**src/rtl/cdc_hs_tx_pkg.sv**
```systemverilog
// Shared definitions for the 2-phase req/ack handshake pair (tx here, rx in the far domain).
// Holds the FSM state encoding and the default word width used by both ends.
// No logic; types and constants only.
package cdc_hs_tx_pkg;

  // One 64b/66b block per transferred word.
  localparam int CDC_HS_WIDTH = 66;

  typedef enum logic {
    IDLE = 1'b0,
    WAIT = 1'b1
  } hs_state_e;

endpackage : cdc_hs_tx_pkg

```
**src/rtl/sync_2xdff.sv**
```systemverilog
// Two-flop synchronizer for quasi-static or toggle signals entering the clk domain.
// Latency: 2 clk cycles from input change to q.
// Backpressure: none; samples every cycle.
// Ports: clk, rst (sync active-high), d (async input), q (synchronized output).
module sync_2xdff #(
  parameter int WIDTH = 1
) (
  input  logic             clk,
  input  logic             rst,
  input  logic [WIDTH-1:0] d,
  output logic [WIDTH-1:0] q
);

  logic [WIDTH-1:0] meta_q;
  logic [WIDTH-1:0] sync_q;

  always_ff @(posedge clk) begin
    if (rst) begin
      meta_q <= '0;
      sync_q <= '0;
    end else begin
      meta_q <= d;
      sync_q <= meta_q;
    end
  end

  assign q = sync_q;

endmodule : sync_2xdff

```
**src/rtl/cdc_hs_tx.sv**
```systemverilog
// Source-domain side of a 2-phase toggle req/ack handshake carrying PCS control/status words.
// Latency: accept -> req_tgl/tx_data next cycle; ack edge at A -> done/in_ready at A+3.
// Backpressure: in_ready low from accept until the matching ack toggle returns.
// Ports:
//   clk, rst            source clock, synchronous active-high reset
//   in_valid/in_data    upstream word, accepted when in_valid & in_ready
//   in_ready            registered; high only in IDLE
//   tx_data, req_tgl    held word and request toggle to the far domain
//   ack_tgl_in          asynchronous ack toggle from the far domain
//   done                one-cycle pulse when the outstanding word is acknowledged
//   err_clr             clears sticky flags (a same-cycle set wins)
//   timeout_err         sticky: ACK_TIMEOUT WAIT cycles without a matching ack
//   proto_err           sticky: ack toggled with no request outstanding
module cdc_hs_tx
  import cdc_hs_tx_pkg::*;
#(
  parameter int WIDTH       = CDC_HS_WIDTH,
  parameter int ACK_TIMEOUT = 255
) (
  input  logic             clk,
  input  logic             rst,
  input  logic             in_valid,
  input  logic [WIDTH-1:0] in_data,
  output logic             in_ready,
  output logic [WIDTH-1:0] tx_data,
  output logic             req_tgl,
  input  logic             ack_tgl_in,
  output logic             done,
  input  logic             err_clr,
  output logic             timeout_err,
  output logic             proto_err
);

  localparam int CNT_W = $clog2(ACK_TIMEOUT + 1);
  localparam logic [CNT_W-1:0] CNT_MAX = CNT_W'(ACK_TIMEOUT);
  // The flag must be visible after exactly ACK_TIMEOUT unacknowledged WAIT
  // cycles, so the set condition fires one count early.
  localparam logic [CNT_W-1:0] CNT_PRE = CNT_W'(ACK_TIMEOUT - 1);

  hs_state_e        state_q, state_d;
  logic             in_ready_q, in_ready_d;
  logic             req_tgl_q, req_tgl_d;
  logic [WIDTH-1:0] tx_data_q, tx_data_d;
  logic             done_q, done_d;
  logic [CNT_W-1:0] cnt_q, cnt_d;
  logic             timeout_err_q, timeout_err_d;
  logic             proto_err_q, proto_err_d;

  logic ack_sync;
  logic ack_match;
  logic timeout_set;
  logic proto_set;

  // The far end is reset together with this block and drives ack low while
  // held, so the synchronizer flushes to 0 without needing its own reset.
  sync_2xdff #(
    .WIDTH(1)
  ) u_ack_sync (
    .clk(clk),
    .rst(1'b0),
    .d  (ack_tgl_in),
    .q  (ack_sync)
  );

  // With toggle signalling, "acked" means both toggles have the same phase.
  assign ack_match = (ack_sync == req_tgl_q);

  always_comb begin
    state_d     = state_q;
    in_ready_d  = in_ready_q;
    req_tgl_d   = req_tgl_q;
    tx_data_d   = tx_data_q;
    cnt_d       = cnt_q;
    done_d      = 1'b0;
    timeout_set = 1'b0;
    proto_set   = 1'b0;

    unique case (state_q)
      IDLE: begin
        in_ready_d = 1'b1;
        // Nothing is outstanding, so any phase difference is a stray ack.
        proto_set  = ~ack_match;
        if (in_valid && in_ready_q) begin
          tx_data_d  = in_data;
          req_tgl_d  = ~req_tgl_q;
          state_d    = WAIT;
          in_ready_d = 1'b0;
          cnt_d      = '0;
        end
      end
      WAIT: begin
        in_ready_d = 1'b0;
        if (ack_match) begin
          state_d    = IDLE;
          in_ready_d = 1'b1;
          done_d     = 1'b1;
        end else begin
          if (cnt_q != CNT_MAX) begin
            cnt_d = cnt_q + CNT_W'(1);
          end
          // Keep waiting after a timeout: aborting would desynchronize the toggles.
          if (cnt_q >= CNT_PRE) begin
            timeout_set = 1'b1;
          end
        end
      end
      default: begin
        state_d = IDLE;
      end
    endcase

    timeout_err_d = timeout_set | (timeout_err_q & ~err_clr);
    proto_err_d   = proto_set   | (proto_err_q   & ~err_clr);
  end

  always_ff @(posedge clk) begin
    if (rst) begin
      state_q       <= IDLE;
      in_ready_q    <= 1'b0;
      req_tgl_q     <= 1'b0;
      tx_data_q     <= '0;
      done_q        <= 1'b0;
      cnt_q         <= '0;
      timeout_err_q <= 1'b0;
      proto_err_q   <= 1'b0;
    end else begin
      state_q       <= state_d;
      in_ready_q    <= in_ready_d;
      req_tgl_q     <= req_tgl_d;
      tx_data_q     <= tx_data_d;
      done_q        <= done_d;
      cnt_q         <= cnt_d;
      timeout_err_q <= timeout_err_d;
      proto_err_q   <= proto_err_d;
    end
  end

  assign in_ready    = in_ready_q;
  assign tx_data     = tx_data_q;
  assign req_tgl     = req_tgl_q;
  assign done        = done_q;
  assign timeout_err = timeout_err_q;
  assign proto_err   = proto_err_q;

endmodule : cdc_hs_tx
```
**config.mk**
```make
export PLATFORM = sky130hd
export DESIGN_NAME = cdc_hs_tx
export DESIGN_NICKNAME = d
export VERILOG_FILES = /design/src/rtl/cdc_hs_tx_pkg.sv /design/src/rtl/sync_2xdff.sv /design/src/rtl/cdc_hs_tx.sv
export SDC_FILE = /design/constraint.sdc
export NUM_CORES = 1
export LEC_CHECK = 0
export BUFFER_PORTS_ARGS = -buffer_cell sky130_fd_sc_hd__clkbuf_2
export CAP_MARGIN = 20
export CORE_MARGIN = 4
export CORE_UTILIZATION = 49
export DETAILED_ROUTE_END_ITERATION = 8
export PLACE_DENSITY = 0.82
export SYNTH_ARGS = -nofsm -noshare
export SYNTH_HDL_FRONTEND = slang
export SYNTH_SLANG_ARGS = --single-unit
export TNS_END_PERCENT = 50
```
**constraint.sdc**
```tcl
create_clock -name clk -period 4.1 [get_ports clk]
set_clock_uncertainty 0.15 [all_clocks]
set_input_delay 0.205 -clock clk [delete_from_list [all_inputs] [get_ports clk]]
set_output_delay 0.205 -clock clk [all_outputs]
set_load 0.005 [all_outputs]
```
**Word-level counts from Yosys, hierarchy flattened**

Cells that the tools add are included.

- Bits in latches: 0
- Logic and storage cells: 43
- Bits in writable memories: 0
- Memories: 0
- Output and inout bits: 71
- Input bits: 71
- Bits in registers: 82
- Bits in read-only memories: 0

- $lt $le $gt $ge: 1
- Shift operators: 0
- Bitwise logic cells: 8
- Reduce and logical (&&, ||, !) cells: 4
- Mux-type cells: 14
- Equal/unequal tests: 5
- Multiply operators: 0
- Divide/modulo/power cells: 0
- Add/subtract/negate cells: 1

Operators with widths:

| kind | count |
|---|---|
| 8-bit two-way mux | 3 |
| 8-bit one-hot mux with 2 select lines | 1 |
| 8-bit by 1-bit adder with 8-bit output (second input constant) | 1 |
| 8-bit >= comparator (second input constant) | 1 |
| 1-bit two-way mux | 8 |
| 8-bit inequality test (second input constant) | 1 |
| 2-bit inequality test (second input constant) | 2 |
| 1-bit NOT | 4 |
| 1-bit one-hot mux with 2 select lines | 2 |
| 3-bit AND reduction | 1 |
| 1-bit bitwise AND | 2 |
| 2-bit by 1-bit inequality test with 1-bit output (second input constant) | 1 |
| 1-bit OR | 2 |
| 2-bit AND reduction | 1 |
| 2-bit OR reduction | 1 |
| 1-bit == test | 1 |
| 1-bit logical AND | 1 |

**Longest topological paths before layout**

- Depth after elaboration: 5
- Mapped depth: 7
- Depth with buffers taken out: 5

**Modules after synthesis**

Synthesis repeated with hierarchy kept, for this count alone.

- Cell total of the unflattened synthesis: 372
- Area, all modules: 2984.1 um2

By module, submodules not included:

| module | cells each | area each (um2) | sequential area each (um2) | times used |
|---|---|---|---|---|
| cdc_hs_tx | 368 | 2931.6 | 1601.5 | 1 |
| sync_2xdff | 4 | 52.6 | 40.0 | 1 |

**Worst setup path before layout**

No wires, ideal clock.

- Path type: register to register
- From: register cnt_q[0]
- To: register cnt_q[5]
- Library setup time: 0.070 ns
- Path buffers: 0
- Arrival: 1.479 ns
- Period minus slack after synthesis: 1.699 ns
- Cell stages (with the launch flop): 6
- Path slack: 2.401 ns
- Required time: 3.880 ns
- Path through: dfxtp_1 > ha_1 > nand4_1 > o211ai_4 > or4_1 > a21boi_1

- Longest elaborated chain between the ends: 4
- Elaborated cells on any way between the ends: 7
- Classes of those cells: add/sub: 1; eq/ne: 2; mux: 3; reduce/logical: 1

Ends and longest elaborated chain:

| item | line | text |
|---|---|---|
| start, declared | cdc_hs_tx.sv:45 | `logic [CNT_W-1:0] cnt_q, cnt_d;` |
| start signal, assigned | cdc_hs_tx.sv:132 | `cnt_q <= cnt_d;` |
| 8-bit by 1-bit adder with 8-bit output | cdc_hs_tx.sv:99 | `cnt_d = cnt_q + CNT_W'(1);` |
| 8-bit two-way mux | cdc_hs_tx.sv:98 | `if (cnt_q != CNT_MAX) begin` |
| 8-bit two-way mux | cdc_hs_tx.sv:93 | `if (ack_match) begin` |
| 8-bit one-hot mux with 2 select lines | cdc_hs_tx.sv:78 | `unique case (state_q)` |

Several ways; a longest one is shown, not always the timed one. The select of a mux whose other input is x is not followed.
A chain may end at the register's enable or synchronous reset.

**Worst setup path after layout**

- From: register state_q
- To: register tx_data_q[35], in the netlist tx_data[35]

- Longest elaborated chain between the ends: 2

Ends and longest elaborated chain:

| item | line | text |
|---|---|---|
| start, declared | cdc_hs_tx.sv:40 | `hs_state_e state_q, state_d;` |
| start signal, assigned | cdc_hs_tx.sv:127 | `state_q <= state_d;` |
| 1-bit NOT (no source line) | -- |  |
| 2-bit AND reduction (no source line) | -- |  |
| end signal, assigned | cdc_hs_tx.sv:130 | `tx_data_q <= tx_data_d;` |
| end, declared | cdc_hs_tx.sv:43 | `logic [WIDTH-1:0] tx_data_q, tx_data_d;` |

Every way passes these cells.

==> flow_metrics.py <==
metrics = {
    "timing": {
        "max_clock_freq_mhz": 412,
        "timing.final.hold_violations": 0,
        "setup_viol_count_final": 0,
        "layout_min_cycle_time_ps": 2430,
        "max_slew_margin_pct": 34.8,
        "slew_worst_pin_ps": 975,
        "report.final.slew_viol_count": 0,
        "unrepaired_setup_endpoints_after_global_routing": "false",
        "fin_tns_setup_ps": 0,
        "timing.final.crit_share_pct": 59.3,
    },
    "logic_synthesis": {
        "synth_area_sq_um": 2970,
        "syn_nets": 442,
        "netlist.top_cell.by_area": "sky130_fd_sc_hd__dfxtp_1",
        "synth_top_family_by_area": "simple AND/OR/NAND/NOR gates",
        "syn_avg_cell_area_sq_um": 8.04,
        "synth_compound_area_share_pct": 16.2,
        "synthTopCellsByArea": "sky130_fd_sc_hd__dfxtp_1 55%, sky130_fd_sc_hd__nand2_1 17%, sky130_fd_sc_hd__a21oi_1 13%",
        "syn_inst": 369,
        "yosys_register_bits": 82,
        "yosys.area_share.xor_xnor_pct": 1.14,
        "postSynth.topFlopCell": "sky130_fd_sc_hd__dfxtp_1",
        "synthSimpleGateAreaFrac_pct": 22.8,
        "asyncSetResetFlopFracSynth_pct": 0,
        "synth_warnings": 0,
        "synth_fa_ha_area_share_pct": 0.843,
        "synth_enable_flop_cells": 0,
        "synth_largest_type_area_fraction_pct": 55.3,
        "synth_sequential_area_ratio_pct": 55.3,
        "yosysUniqueCellTypes": 32,
        "post_synth_mux_area_share_pct": 0,
    },
    "cts": {
        "numClockSinks": 82,
        "postCtsSetupRepairBufs": 0,
        "clk_pin_slew_ps": 80,
        "tritoncts.num_buffers": 9,
        "ctsHtreeMaxLevel": 3,
        "cts_root_buffer": "sky130_fd_sc_hd__clkbuf_8",
        "clock_tree.buffer_depth": 2,
        "tritoncts_clock_tree": "built",
        "clock_latency_ps": 320,
    },
    "setup_path": {
        "crit_path_start_kind": "register",
        "slowest_delay_ps": 760,
        "worst_ep_arrival_time_ps": 2510,
        "crit_family": "simple AND/OR/NAND/NOR gates",
        "crit_fanout": 48,
        "worst_setup_path_startpoint": "state_q$_SDFF_PP0_",
        "rr_startpoint": "state_q$_SDFF_PP0_",
        "rrSetupSlack_ps": 1670,
        "critical_path.cell_chain": "nand3b_1 > buf_4 > nand2_1 > a21oi_1",
        "cp_data_required_time_ps": 4180,
        "crit_path_end_kind": "register",
        "criticalPathCategory": "reg -> reg",
        "critical-path-slowest-cell": "sky130_fd_sc_hd__nand3b_1",
        "cp.buffers_inverters": 1,
    },
    "drt": {
        "drt_first_pass_iters": 4,
        "via_count": 3295,
        "avgRoutedWirePerCell_um": 14.4,
        "detail-route-antenna-nets": 0,
        "routed_wirelength_um": 9310,
        "detail_route.iter0.violations": 168,
        "vias_per_cell": 5.09,
        "remaining_drc_errors": 0,
    },
    "final_layout": {
        "fin_area_sq_um": 4590,
        "finish.net_count": 640,
        "final_cell_mix": "141 x sky130_fd_sc_hd__clkbuf_2, 136 x sky130_fd_sc_hd__nand2_1, 82 x sky130_fd_sc_hd__dfxtp_1",
        "post_route_cells_drive_above_1_share_pct": 28.5,
        "final_common_cell": "sky130_fd_sc_hd__clkbuf_2",
        "layout-area-overhead-vs-synth_pct": 54.7,
        "diodes": 0,
    },
    "floorplanning": {
        "die_width_um": 85.8,
        "overall_die_height_um": 85.8,
        "std_cell_rows": 28,
        "placeableCoreArea_sq_um": 5890,
        "die-area_sq_um": 7370,
        "io_pins": 142,
        "initial_standard_cell_utilization_of_the_core_pct": 50.4,
    },
    "global_route": {
        "grt_pass1_vias": 3190,
        "track_usage_pct": 25.6,
        "grt_first_pass_wirelength_um": 15000,
        "grt_max_degree": 49,
        "antenna_found_initial": 0,
        "grt-ovfl-total": 0,
    },
    "placed_design": {
        "area_after_detailed_placement_sq_um": 3690,
        "placement.io_buffers": 141,
        "dp_hpwl_um": 5230,
        "gp_routability_congestion": 0.820,
    },
    "hold_path": {
        "hp-class": "reg -> reg",
        "hold_start": "u_ack_sync.meta_q$_DFF_P_",
    },
    "power": {
        "total_leakage_power_nw": 2.00,
        "power.density_nw_per_um2": 374,
        "vdd.ir_drop.worst_mv": 0.256,
    },
    "run": {
        "cap_violations": 0,
    },
    "run_status": {
        "outcome": "complete, no violations",
    },
}
## timing repair
item / CTS / global route
endpoints found under the hold margin: 68 / 0
hold buffers: 68 / 0
gates resized for setup: 0 / 0
## Yosys cell counts (3+ instances only)
| master | n |
|---|---|
| sky130_fd_sc_hd__nor2_1 | 6 |
| sky130_fd_sc_hd__a21oi_1 | 75 |
| sky130_fd_sc_hd__buf_1 | 4 |
| sky130_fd_sc_hd__inv_1 | 3 |
| sky130_fd_sc_hd__nand3_1 | 7 |
| sky130_fd_sc_hd__nand2_1 | 136 |
| sky130_fd_sc_hd__o21ai_0 | 4 |
| sky130_fd_sc_hd__clkbuf_1 | 17 |
| sky130_fd_sc_hd__buf_2 | 4 |
| sky130_fd_sc_hd__dfxtp_1 | 82 |
## stage by stage
stage	hold slack (ps)	util, %	std cells	total power [W]	setup slack (ps)
after floorplan	82.7	-	369	0.000966	2400
after global placement	161	62.7	563	0.00105	1820
after detailed placement	165	62.7	563	0.00106	1740
after global routing	213	78.0	647	0.00180	1510
after CTS	196	78.0	647	0.00173	1740
final	191	78.0	647	0.00172	1670
## cell type report
cell class              instances  area (sq um)
clock inverters                 5          77.6
multi-input cells             259          1220
inverters                       3          11.3
flip-flops and latches         82          1640
well taps                      75          93.8
clock buffers                  11           141
repair buffers                212          1410
fillers                       392          1290
## worst register-to-register path: stages (launching register included)
cell                       delay [ps]
sky130_fd_sc_hd__dfxtp_1          540
sky130_fd_sc_hd__nand3b_1         760
sky130_fd_sc_hd__buf_4            560
sky130_fd_sc_hd__nand2_1          120
sky130_fd_sc_hd__a21oi_1          210
## state kept, by name, indices dropped and copies added (netlist names)
name and cells:
done 1, u_ack_sync.meta_q 1, timeout_err 1, state_q 1, cnt_q 8, req_tgl 1
tx_data 66, proto_err 1, in_ready 1, u_ack_sync.q 1
## power by group
| group | total, W | switching, W | internal (W) |
|---|---|---|---|
| Clock | 0.000622 | 0.000264 | 0.000358 |
| Sequential | 0.000860 | 0.0000248 | 0.000835 |
| Combinational | 0.000238 | 0.000117 | 0.000120 |
| Total | 0.00172 | 0.000406 | 0.00131 |
## logic make-up after synthesis
| kind of cell | Yosys count |
|---|---|
| compound gates | 88 |
| xor+xnor | 3 |
| fa+ha+maj | 2 |
| buf+inv | 28 |
| flops | 82 |
| simple gates | 166 |
## layer usage
metal / global-route usage (%) / wire length (um) / vias up
met5: 0 / 0 / -
met4: 10.8 / 201 / 0
met3: 6.34 / 873 / 22
met2: 44.4 / 4520 / 192
met1: 30.0 / 3710 / 1474
li1: - / - / 1607
## worst paths after layout
path                            depth (start not counted)                       end
worst max register to register                          4  tx_data[35]$_SDFFE_PP0P_
worst min register to register                          0      u_ack_sync.q$_DFF_P_
worst min-delay path                                    0      u_ack_sync.q$_DFF_P_
worst max-delay path                                    4  tx_data[35]$_SDFFE_PP0P_
Note: power is estimated with default switching activity, not from simulation.
